$ cat src/rtl/sdram_burst_arbiter_pkg.sv
// Shared types and helpers for the SDRAM burst arbiter: FSM state, default channel
// counts and the slot-to-direction mapping (read slots first, then write slots).
package sdram_arb_pkg;

  localparam int DEF_NUM_RD = 2;
  localparam int DEF_NUM_WR = 2;
  localparam int SLOT_W     = $clog2(DEF_NUM_RD + DEF_NUM_WR);

  typedef enum logic [1:0] {
    IDLE = 2'd0,
    BUSY = 2'd1,
    GAP  = 2'd2
  } arb_state_t;

  function automatic logic slot_is_write(input int slot, input int num_rd);
    return (slot >= num_rd) ? 1'b1 : 1'b0;
  endfunction

endpackage

$ cat src/rtl/sdram_burst_arbiter_if.sv
// Channel-side and core-side burst buses of the arbiter. The arbiter uses the slave
// modport; the environment (channels plus sdram_core) uses the master modport.
interface sdram_burst_arbiter_if #(
  parameter int MEM_DATA_BITS = 16,
  parameter int ADDR_BITS     = 24,
  parameter int BURST_BITS    = 10,
  parameter int NUM_RD        = 2,
  parameter int NUM_WR        = 2
);
  logic [NUM_RD-1:0]               ch_rd_req;
  logic [NUM_RD*BURST_BITS-1:0]    ch_rd_len;
  logic [NUM_RD*ADDR_BITS-1:0]     ch_rd_addr;
  logic [NUM_RD-1:0]               ch_rd_data_valid;
  logic [MEM_DATA_BITS-1:0]        ch_rd_data;
  logic [NUM_RD-1:0]               ch_rd_finish;
  logic [NUM_WR-1:0]               ch_wr_req;
  logic [NUM_WR*BURST_BITS-1:0]    ch_wr_len;
  logic [NUM_WR*ADDR_BITS-1:0]     ch_wr_addr;
  logic [NUM_WR-1:0]               ch_wr_data_req;
  logic [NUM_WR*MEM_DATA_BITS-1:0] ch_wr_data;
  logic [NUM_WR-1:0]               ch_wr_finish;

  logic                     rd_burst_req;
  logic [BURST_BITS-1:0]    rd_burst_len;
  logic [ADDR_BITS-1:0]     rd_burst_addr;
  logic                     rd_burst_data_valid;
  logic [MEM_DATA_BITS-1:0] rd_burst_data;
  logic                     rd_burst_finish;
  logic                     wr_burst_req;
  logic [BURST_BITS-1:0]    wr_burst_len;
  logic [ADDR_BITS-1:0]     wr_burst_addr;
  logic                     wr_burst_data_req;
  logic [MEM_DATA_BITS-1:0] wr_burst_data;
  logic                     wr_burst_finish;

  modport slave (
    input  ch_rd_req, ch_rd_len, ch_rd_addr,
    output ch_rd_data_valid, ch_rd_data, ch_rd_finish,
    input  ch_wr_req, ch_wr_len, ch_wr_addr, ch_wr_data,
    output ch_wr_data_req, ch_wr_finish,
    output rd_burst_req, rd_burst_len, rd_burst_addr,
    input  rd_burst_data_valid, rd_burst_data, rd_burst_finish,
    output wr_burst_req, wr_burst_len, wr_burst_addr, wr_burst_data,
    input  wr_burst_data_req, wr_burst_finish
  );

  modport master (
    output ch_rd_req, ch_rd_len, ch_rd_addr,
    input  ch_rd_data_valid, ch_rd_data, ch_rd_finish,
    output ch_wr_req, ch_wr_len, ch_wr_addr, ch_wr_data,
    input  ch_wr_data_req, ch_wr_finish,
    input  rd_burst_req, rd_burst_len, rd_burst_addr,
    output rd_burst_data_valid, rd_burst_data, rd_burst_finish,
    input  wr_burst_req, wr_burst_len, wr_burst_addr, wr_burst_data,
    output wr_burst_data_req, wr_burst_finish
  );
endinterface

$ cat src/rtl/sdram_burst_arbiter_rr_pick.sv
// Round-robin picker: index of the first set request bit at or after ptr, wrapping.
// ptr must be below N.
module rr_pick #(
  parameter int N  = 4,
  parameter int PW = (N > 1) ? $clog2(N) : 1
) (
  input  logic [N-1:0]  req,
  input  logic [PW-1:0] ptr,
  output logic [PW-1:0] idx,
  output logic          found
);

  logic [N-1:0] shifted_s;
  int           slot_s;

  // Scan all slots starting at ptr and keep the first requester
  always_comb begin
    idx       = '0;
    found     = 1'b0;
    shifted_s = '0;
    slot_s    = 0;
    for (int i = 0; i < N; i++) begin
      slot_s = int'(ptr) + i;
      if (slot_s >= N) begin
        slot_s = slot_s - N;
      end else begin
        slot_s = slot_s;
      end
      shifted_s = req >> slot_s;
      if (!found && shifted_s[0]) begin
        found = 1'b1;
        idx   = PW'(slot_s);
      end else begin
        found = found;
      end
    end
  end

endmodule

$ cat src/rtl/sdram_burst_arbiter.sv
// Shares one sdram_core burst port among NUM_RD read and NUM_WR write channels, one whole
// burst per grant. Optional macro READ_PRIORITY_EN: reads beat writes, round-robin per group.
module sdram_burst_arbiter
  import sdram_arb_pkg::*;
#(
  parameter int MEM_DATA_BITS = 16,
  parameter int ADDR_BITS     = 24,
  parameter int BURST_BITS    = 10,
  parameter int NUM_RD        = DEF_NUM_RD,
  parameter int NUM_WR        = DEF_NUM_WR
) (
  input logic               clk,
  input logic               rst,
  sdram_burst_arbiter_if.slave bus
);

  localparam int NS = NUM_RD + NUM_WR;
  localparam int SW = $clog2(NS);

  arb_state_t               state_r, state_s;
  logic [SW-1:0]            grant_r, rr_ptr_r, pick_s;
  logic                     pick_found_s, pick_wr_s, grant_wr_s, core_fin_s;
  logic [BURST_BITS-1:0]    len_r, pick_len_s;
  logic [ADDR_BITS-1:0]     addr_r, pick_addr_s;
  logic                     rd_req_r, wr_req_r;
  int                       grant_ch_s, pick_ch_s;
  logic [NUM_RD-1:0]        rd_valid_s, rd_fin_s;
  logic [NUM_WR-1:0]        wr_dreq_s, wr_fin_s;
  logic [MEM_DATA_BITS-1:0] wr_data_s;

  assign grant_wr_s = slot_is_write(int'(grant_r), NUM_RD);
  assign grant_ch_s = grant_wr_s ? (int'(grant_r) - NUM_RD) : int'(grant_r);
  // Only a finish of the granted direction while busy ends the burst
  assign core_fin_s = (state_r == BUSY) &&
                      (grant_wr_s ? bus.wr_burst_finish : bus.rd_burst_finish);

`ifdef READ_PRIORITY_EN
  localparam int RPW = (NUM_RD > 1) ? $clog2(NUM_RD) : 1;
  localparam int WPW = (NUM_WR > 1) ? $clog2(NUM_WR) : 1;

  logic [RPW-1:0] rd_ptr_r, rd_idx_s;
  logic [WPW-1:0] wr_ptr_r, wr_idx_s;
  logic           rd_found_s, wr_found_s;

  rr_pick #(.N(NUM_RD), .PW(RPW)) u_rd_pick (
    .req(bus.ch_rd_req), .ptr(rd_ptr_r), .idx(rd_idx_s), .found(rd_found_s)
  );
  rr_pick #(.N(NUM_WR), .PW(WPW)) u_wr_pick (
    .req(bus.ch_wr_req), .ptr(wr_ptr_r), .idx(wr_idx_s), .found(wr_found_s)
  );

  // Any pending read wins over every write
  always_comb begin
    pick_s       = '0;
    pick_found_s = 1'b0;
    if (rd_found_s) begin
      pick_s       = SW'(rd_idx_s);
      pick_found_s = 1'b1;
    end else if (wr_found_s) begin
      pick_s       = SW'(int'(wr_idx_s) + NUM_RD);
      pick_found_s = 1'b1;
    end else begin
      pick_s       = '0;
      pick_found_s = 1'b0;
    end
  end

  // Per-group round-robin pointers advance past the finished channel
  always_ff @(posedge clk or posedge rst) begin
    if (rst) begin
      rd_ptr_r <= '0;
      wr_ptr_r <= '0;
    end else if (core_fin_s && grant_wr_s) begin
      wr_ptr_r <= (grant_ch_s == NUM_WR - 1) ? '0 : WPW'(grant_ch_s + 1);
    end else if (core_fin_s) begin
      rd_ptr_r <= (grant_ch_s == NUM_RD - 1) ? '0 : RPW'(grant_ch_s + 1);
    end else begin
      rd_ptr_r <= rd_ptr_r;
      wr_ptr_r <= wr_ptr_r;
    end
  end
`else
  rr_pick #(.N(NS), .PW(SW)) u_pick (
    .req({bus.ch_wr_req, bus.ch_rd_req}), .ptr(rr_ptr_r), .idx(pick_s), .found(pick_found_s)
  );
`endif

  // Length and address of the slot that would be granted this cycle
  always_comb begin
    pick_wr_s   = slot_is_write(int'(pick_s), NUM_RD);
    pick_ch_s   = 0;
    pick_len_s  = '0;
    pick_addr_s = '0;
    if (pick_wr_s) begin
      pick_ch_s   = int'(pick_s) - NUM_RD;
      pick_len_s  = BURST_BITS'(bus.ch_wr_len >> (pick_ch_s * BURST_BITS));
      pick_addr_s = ADDR_BITS'(bus.ch_wr_addr >> (pick_ch_s * ADDR_BITS));
    end else begin
      pick_ch_s   = int'(pick_s);
      pick_len_s  = BURST_BITS'(bus.ch_rd_len >> (pick_ch_s * BURST_BITS));
      pick_addr_s = ADDR_BITS'(bus.ch_rd_addr >> (pick_ch_s * ADDR_BITS));
    end
  end

  // FSM state register
  always_ff @(posedge clk or posedge rst) begin
    if (rst) begin
      state_r <= IDLE;
    end else begin
      state_r <= state_s;
    end
  end

  // FSM next state: GAP guarantees one low cycle so the core sees a fresh req edge
  always_comb begin
    state_s = state_r;
    case (state_r)
      IDLE:    state_s = pick_found_s ? BUSY : IDLE;
      BUSY:    state_s = core_fin_s ? GAP : BUSY;
      GAP:     state_s = IDLE;
      default: state_s = IDLE;
    endcase
  end

  // Grant capture, core request hold and global round-robin pointer
  always_ff @(posedge clk or posedge rst) begin
    if (rst) begin
      grant_r  <= '0;
      len_r    <= '0;
      addr_r   <= '0;
      rd_req_r <= 1'b0;
      wr_req_r <= 1'b0;
      rr_ptr_r <= '0;
    end else if ((state_r == IDLE) && pick_found_s) begin
      grant_r  <= pick_s;
      len_r    <= pick_len_s;
      addr_r   <= pick_addr_s;
      rd_req_r <= ~pick_wr_s;
      wr_req_r <= pick_wr_s;
    end else if (core_fin_s) begin
      rd_req_r <= 1'b0;
      wr_req_r <= 1'b0;
      rr_ptr_r <= (int'(grant_r) == NS - 1) ? '0 : grant_r + SW'(1);
    end else begin
      rd_req_r <= rd_req_r;
      wr_req_r <= wr_req_r;
    end
  end

  // Route core handshakes and finish to the granted channel only
  always_comb begin
    rd_valid_s = '0;
    rd_fin_s   = '0;
    wr_dreq_s  = '0;
    wr_fin_s   = '0;
    wr_data_s  = '0;
    if ((state_r == BUSY) && grant_wr_s) begin
      wr_dreq_s = NUM_WR'(bus.wr_burst_data_req) << grant_ch_s;
      wr_fin_s  = NUM_WR'(bus.wr_burst_finish) << grant_ch_s;
      wr_data_s = MEM_DATA_BITS'(bus.ch_wr_data >> (grant_ch_s * MEM_DATA_BITS));
    end else if (state_r == BUSY) begin
      rd_valid_s = NUM_RD'(bus.rd_burst_data_valid) << grant_ch_s;
      rd_fin_s   = NUM_RD'(bus.rd_burst_finish) << grant_ch_s;
    end else begin
      rd_valid_s = '0;
      wr_dreq_s  = '0;
    end
  end

  assign bus.rd_burst_req     = rd_req_r;
  assign bus.rd_burst_len     = len_r;
  assign bus.rd_burst_addr    = addr_r;
  assign bus.wr_burst_req     = wr_req_r;
  assign bus.wr_burst_len     = len_r;
  assign bus.wr_burst_addr    = addr_r;
  assign bus.wr_burst_data    = wr_data_s;
  assign bus.ch_rd_data_valid = rd_valid_s;
  assign bus.ch_rd_data       = bus.rd_burst_data;
  assign bus.ch_rd_finish     = rd_fin_s;
  assign bus.ch_wr_data_req   = wr_dreq_s;
  assign bus.ch_wr_finish     = wr_fin_s;

endmodule

$ cat src/flat_wrapper.sv
// flat-port wrapper written by rule: the top's interface ports become plain ports
module sdram_burst_arbiter_flat import sdram_arb_pkg::*;
#(
  parameter int MEM_DATA_BITS = 16,
  parameter int ADDR_BITS     = 24,
  parameter int BURST_BITS    = 10,
  parameter int NUM_RD        = DEF_NUM_RD,
  parameter int NUM_WR        = DEF_NUM_WR
)
  (clk, rst, bus_ch_rd_req, bus_ch_rd_len, bus_ch_rd_addr, bus_ch_rd_data_valid, bus_ch_rd_data, bus_ch_rd_finish, bus_ch_wr_req, bus_ch_wr_len, bus_ch_wr_addr, bus_ch_wr_data, bus_ch_wr_data_req, bus_ch_wr_finish, bus_rd_burst_req, bus_rd_burst_len, bus_rd_burst_addr, bus_rd_burst_data_valid, bus_rd_burst_data, bus_rd_burst_finish, bus_wr_burst_req, bus_wr_burst_len, bus_wr_burst_addr, bus_wr_burst_data, bus_wr_burst_data_req, bus_wr_burst_finish);
  sdram_burst_arbiter_if #(.MEM_DATA_BITS(MEM_DATA_BITS), .ADDR_BITS(ADDR_BITS), .BURST_BITS(BURST_BITS), .NUM_RD(NUM_RD), .NUM_WR(NUM_WR)) bus_i ();
  input logic clk;
  input logic rst;
  input wire logic [$bits(bus_i.ch_rd_req)-1:0] bus_ch_rd_req;
  input wire logic [$bits(bus_i.ch_rd_len)-1:0] bus_ch_rd_len;
  input wire logic [$bits(bus_i.ch_rd_addr)-1:0] bus_ch_rd_addr;
  output wire logic [$bits(bus_i.ch_rd_data_valid)-1:0] bus_ch_rd_data_valid;
  output wire logic [$bits(bus_i.ch_rd_data)-1:0] bus_ch_rd_data;
  output wire logic [$bits(bus_i.ch_rd_finish)-1:0] bus_ch_rd_finish;
  input wire logic [$bits(bus_i.ch_wr_req)-1:0] bus_ch_wr_req;
  input wire logic [$bits(bus_i.ch_wr_len)-1:0] bus_ch_wr_len;
  input wire logic [$bits(bus_i.ch_wr_addr)-1:0] bus_ch_wr_addr;
  input wire logic [$bits(bus_i.ch_wr_data)-1:0] bus_ch_wr_data;
  output wire logic [$bits(bus_i.ch_wr_data_req)-1:0] bus_ch_wr_data_req;
  output wire logic [$bits(bus_i.ch_wr_finish)-1:0] bus_ch_wr_finish;
  output wire logic [$bits(bus_i.rd_burst_req)-1:0] bus_rd_burst_req;
  output wire logic [$bits(bus_i.rd_burst_len)-1:0] bus_rd_burst_len;
  output wire logic [$bits(bus_i.rd_burst_addr)-1:0] bus_rd_burst_addr;
  input wire logic [$bits(bus_i.rd_burst_data_valid)-1:0] bus_rd_burst_data_valid;
  input wire logic [$bits(bus_i.rd_burst_data)-1:0] bus_rd_burst_data;
  input wire logic [$bits(bus_i.rd_burst_finish)-1:0] bus_rd_burst_finish;
  output wire logic [$bits(bus_i.wr_burst_req)-1:0] bus_wr_burst_req;
  output wire logic [$bits(bus_i.wr_burst_len)-1:0] bus_wr_burst_len;
  output wire logic [$bits(bus_i.wr_burst_addr)-1:0] bus_wr_burst_addr;
  output wire logic [$bits(bus_i.wr_burst_data)-1:0] bus_wr_burst_data;
  input wire logic [$bits(bus_i.wr_burst_data_req)-1:0] bus_wr_burst_data_req;
  input wire logic [$bits(bus_i.wr_burst_finish)-1:0] bus_wr_burst_finish;
  assign bus_i.ch_rd_req = bus_ch_rd_req;
  assign bus_i.ch_rd_len = bus_ch_rd_len;
  assign bus_i.ch_rd_addr = bus_ch_rd_addr;
  assign bus_ch_rd_data_valid = bus_i.ch_rd_data_valid;
  assign bus_ch_rd_data = bus_i.ch_rd_data;
  assign bus_ch_rd_finish = bus_i.ch_rd_finish;
  assign bus_i.ch_wr_req = bus_ch_wr_req;
  assign bus_i.ch_wr_len = bus_ch_wr_len;
  assign bus_i.ch_wr_addr = bus_ch_wr_addr;
  assign bus_i.ch_wr_data = bus_ch_wr_data;
  assign bus_ch_wr_data_req = bus_i.ch_wr_data_req;
  assign bus_ch_wr_finish = bus_i.ch_wr_finish;
  assign bus_rd_burst_req = bus_i.rd_burst_req;
  assign bus_rd_burst_len = bus_i.rd_burst_len;
  assign bus_rd_burst_addr = bus_i.rd_burst_addr;
  assign bus_i.rd_burst_data_valid = bus_rd_burst_data_valid;
  assign bus_i.rd_burst_data = bus_rd_burst_data;
  assign bus_i.rd_burst_finish = bus_rd_burst_finish;
  assign bus_wr_burst_req = bus_i.wr_burst_req;
  assign bus_wr_burst_len = bus_i.wr_burst_len;
  assign bus_wr_burst_addr = bus_i.wr_burst_addr;
  assign bus_wr_burst_data = bus_i.wr_burst_data;
  assign bus_i.wr_burst_data_req = bus_wr_burst_data_req;
  assign bus_i.wr_burst_finish = bus_wr_burst_finish;
  sdram_burst_arbiter #(.MEM_DATA_BITS(MEM_DATA_BITS), .ADDR_BITS(ADDR_BITS), .BURST_BITS(BURST_BITS), .NUM_RD(NUM_RD), .NUM_WR(NUM_WR)) u_core (.clk(clk), .rst(rst), .bus(bus_i));
endmodule
$ cat config.mk
export PLATFORM = sky130hd
export DESIGN_NAME = sdram_burst_arbiter_flat
export DESIGN_NICKNAME = d
export VERILOG_FILES = /design/src/rtl/sdram_burst_arbiter_pkg.sv /design/src/rtl/sdram_burst_arbiter_if.sv /design/src/rtl/sdram_burst_arbiter_rr_pick.sv /design/src/rtl/sdram_burst_arbiter.sv /design/src/flat_wrapper.sv
export SDC_FILE = /design/constraint.sdc
export NUM_CORES = 1
export LEC_CHECK = 0
export BUFFER_PORTS_ARGS = -buffer_cell sky130_fd_sc_hd__buf_2
export CAP_MARGIN = 40
export CORE_MARGIN = 2
export CORE_UTILIZATION = 35
export CTS_CLUSTER_SIZE = 14
export DETAILED_ROUTE_END_ITERATION = 8
export PLACE_DENSITY = 0.81
export SLEW_MARGIN = 20
export SYNTH_ARGS = -nofsm -noshare
export SYNTH_HDL_FRONTEND = slang
export SYNTH_SLANG_ARGS = --single-unit
export TNS_END_PERCENT = 20
$ cat constraint.sdc
create_clock -name clk -period 8.8 [get_ports clk]
set_clock_uncertainty 0.1 [all_clocks]
set_input_delay 0 -clock clk [delete_from_list [all_inputs] [get_ports clk]]
set_output_delay 0 -clock clk [all_outputs]
set_load 0.03 [all_outputs]
==> impl_metrics.yaml <==
outcome:
  status: "finished with violations"
  violations: "hold timing"
cts:
  h-tree-depth: 2
  clock_sinks: 42
  cts_resized: 0
  root_buffer: "clkbuf_16"
  cts_buffer_depth: 2
  insertion_delay_ns: 0.28
  cts_made_buffers: 5
  cts_tree: "built"
  post_cts_buffers: 0
  clkTransAtPathRegs_ns: 0.07
  ctsHoldBuffers: 50
die:
  dieWidth_um: 119
  die_area_um2: 14200
  core-area_um2: 13100
  start_util: 0.354
  num_io_pins: 304
  rows: 42
  fp.dieH_um: 119
yosys:
  synth_fa_ha_area_frac: 0.0216
  ys_async_sr_fraction: 1.00
  synth_xor_area_frac: 0
  synth_mux_area_frac: 0.254
  syn_area_um2: 4640
  ys_ff_latch: 42
  synth_edf_count: 0
  synth_cell_types: 65
  synth_warnings: 0
  synth_nets: 717
  synthCells: 515
  synth_top_family_by_area: "multiplexers"
  yosys_most_used_dff: "dfrtp_1"
  synth_compound_area_frac: 0.220
  syn_avg_cell_area_um2: 9.01
  ys_seq_area_frac: 0.227
  synthSimpleGateAreaFrac: 0.142
final_layout:
  utilization: 0.490
  n_antenna_cell: 0
  nets: 967
  final_cell_mix: "buf_2 (271), mux2i_1 (91), dlygate4sd3_1 (50), dfrtp_1 (42), nor2_1 (41)"
  final.fill_count: 1275
  drive_gt1_frac: 0.427
  fin_cells: 942
  final_common_cell: "buf_2"
  area_delta_synth_final_pct: 38.2
detailed_routing:
  avgRoutedWirePerCell_um: 18.8
  drt-total-wl_um: 17800
  ant_nets: 0
  m1WireLength_um: 7720
  num_vias: 5136
  highest_layer: "met4"
  drt-initial-drc-count: 420
  first_pass_iters: 5
  drc: 0
  viasPerCell: 5.45
  wl_met3_um: 1350
  wl_met2_um: 8390
timing:
  setup_viol: 0
  min_period_ns: 5.44
  hold_viol: 1
  maxSlewViolCount: 0
  whs_ns: -0.000409
  fin_crit_sh: 0.618
  relSlewSlack: 0.476
  rsz0062_at_grt: "no"
  finalSetupTns_ns: 0
  tightest_slew_ns: 0.785
  timing.fmax_ghz: 0.184
setup_path:
  worst_setup_path_end_kind: "register"
  crit_slowest_cell: "dfrtp_1"
  crit_path_start_kind: "register"
  crit_arrival_ns: 5.51
  path_cells: "inv_1 -> ha_1 -> nor3_2 -> o31ai_4 -> a22oi_2 -> buf_4 -> buf_4 -> buf_16 -> mux2i_1 -> dlygate4sd3_1 -> o221ai_1 -> dlygate4sd3_1"
  max_stage_delay_ns: 0.83
  crit_required_ns: 8.87
  critical_path_class: "register to register"
  crit_fanout: 57
global_route:
  grt_max_degree: 58
  grt_pass1_vias: 4913
  grt_util_all_layers: 0.241
  grt_pass1_wl_um: 27300
  grt_antenna_before_repair: 0
  grt_overflow_total: 0
power:
  powerDensity_nw_per_um2: 519
  fin_total_pwr_uw: 3330
  ir_drop_mv: 0.353
  cellLeakagePower_uw: 0.00345
run:
  maxCapViolCount: 0
placed_design:
  port-buffer-count: 271
  dp_hpwl_um: 13600
  place_congestion: 0.951
  dp_cells: 884
hold_path:
  hp-class: "input pin to register"
-- cell usage after synthesis, drive strengths merged, types with 2 or more instances --
library cell,n,area share
mux2i,92,0.20
buf,73,0.12
dfrtp,42,0.23
nor2,42,0.035
nand2,29,0.024
o21ai,26,0.029
a21oi,15,0.016
clkbuf,15,0.012
mux2,14,0.036
a221o,13,0.028
nand3,12,0.013
a2bb2oi,11,0.022
o221ai,11,0.021
o211ai,9,0.016
ha,8,0.022
o32ai,8,0.015
and3b,7,0.013
nor3b,7,0.011
inv,6,0.0049
nand2b,6,0.0081
nor3,6,0.0076
or2,6,0.0081
a21o,5,0.0081
and3,5,0.0067
a221oi,4,0.0076
a31oi,4,0.0054
mux4,4,0.019
o31ai,4,0.0094
nor2b,3,0.0040
a21boi,2,0.0032
a22oi,2,0.0043
nand3b,2,0.0032
o221a,2,0.0049
o22ai,2,0.0027
o32a,2,0.0043
or3,2,0.0027
-- worst paths after layout --
check	from	end	slack [ns]	depth (start not counted)
max	u_core.rr_ptr_r[0]$_DFFE_PP0P_	u_core.bus.rd_burst_addr[20]$_DFFE_PP0P_	3.36	12
min	bus_ch_rd_addr[25]	u_core.bus.rd_burst_addr[1]$_DFFE_PP0P_	-0.0004	4
max reg2reg	u_core.rr_ptr_r[0]$_DFFE_PP0P_	u_core.bus.rd_burst_addr[20]$_DFFE_PP0P_	3.36	12
min reg2reg	u_core.bus.rd_burst_req$_DFFE_PP0P_	u_core.bus.rd_burst_req$_DFFE_PP0P_	0.38	2
max in group asynchronous	rst	u_core.bus.rd_burst_addr[9]$_DFFE_PP0P_	7.87	4
min in group asynchronous	rst	u_core.bus.rd_burst_addr[12]$_DFFE_PP0P_	0.22	3
-- layer usage --
metal,vias up,GRT usage
met5,-,0
met4,0,0.0513
met3,26,0.0321
met2,271,0.395
met1,2441,0.338
li1,2398,-
-- flip-flops by register name, indices dropped and copies added (netlist names) --
register,flops
u_core.bus.rd_burst_addr,24
u_core.bus.rd_burst_len,10
u_core.grant_r,2
u_core.rr_ptr_r,2
u_core.state_r,2
u_core.bus.rd_burst_req,1
u_core.bus.wr_burst_req,1
-- power by group --
part | internal [µW] | leakage [µW] | switching, µW
registers | 301 | 0.000516 | 120
clock network | 133 | 0.0000836 | 77.8
logic | 1080 | 0.00285 | 1610
-- logic make-up after synthesis --
family                   Yosys count
flip-flops                        42
multiplexers                     110
buffers and inverters             94
AO/OA/AOI/OAI                    131
AND/OR/NAND/NOR                  130
adder cells (fa/ha/maj)            8
-- worst max-delay path, delay by kind of cell, from the launching register on --
family / cells / cell delay, ns
buf+inv: 6 / 2.68
flops: 1 / 0.83
simple gates: 1 / 0.51
compound gates: 3 / 0.49
fa+ha+maj: 1 / 0.48
mux: 1 / 0.21
-- stage by stage --
| step | instance area, µm² | worst slack, ns |
|---|---|---|
| 3_3_place_gp | 5630 | 3.84 |
| 5_1_grt | 6410 | 3.01 |
| 3_5_place_dp | 5740 | 4.09 |
| 2_1_floorplan | 4640 | 4.61 |
| 4_1_cts | 6410 | 3.45 |
| 6_report | 6410 | 3.36 |
-- area by class of cell --
type / count / area, µm² / share of cell area
well taps: 176 / 220 / 0.0344
repair buffers: 331 / 1990 / 0.311
flip-flops and latches: 42 / 1050 / 0.164
clock inverters: 3 / 40.0 / 0.00625
inverters: 6 / 22.5 / 0.00351
multi-input cells: 379 / 2960 / 0.462
clock buffers: 5 / 125 / 0.0195
(Power assumes the default switching activity.)
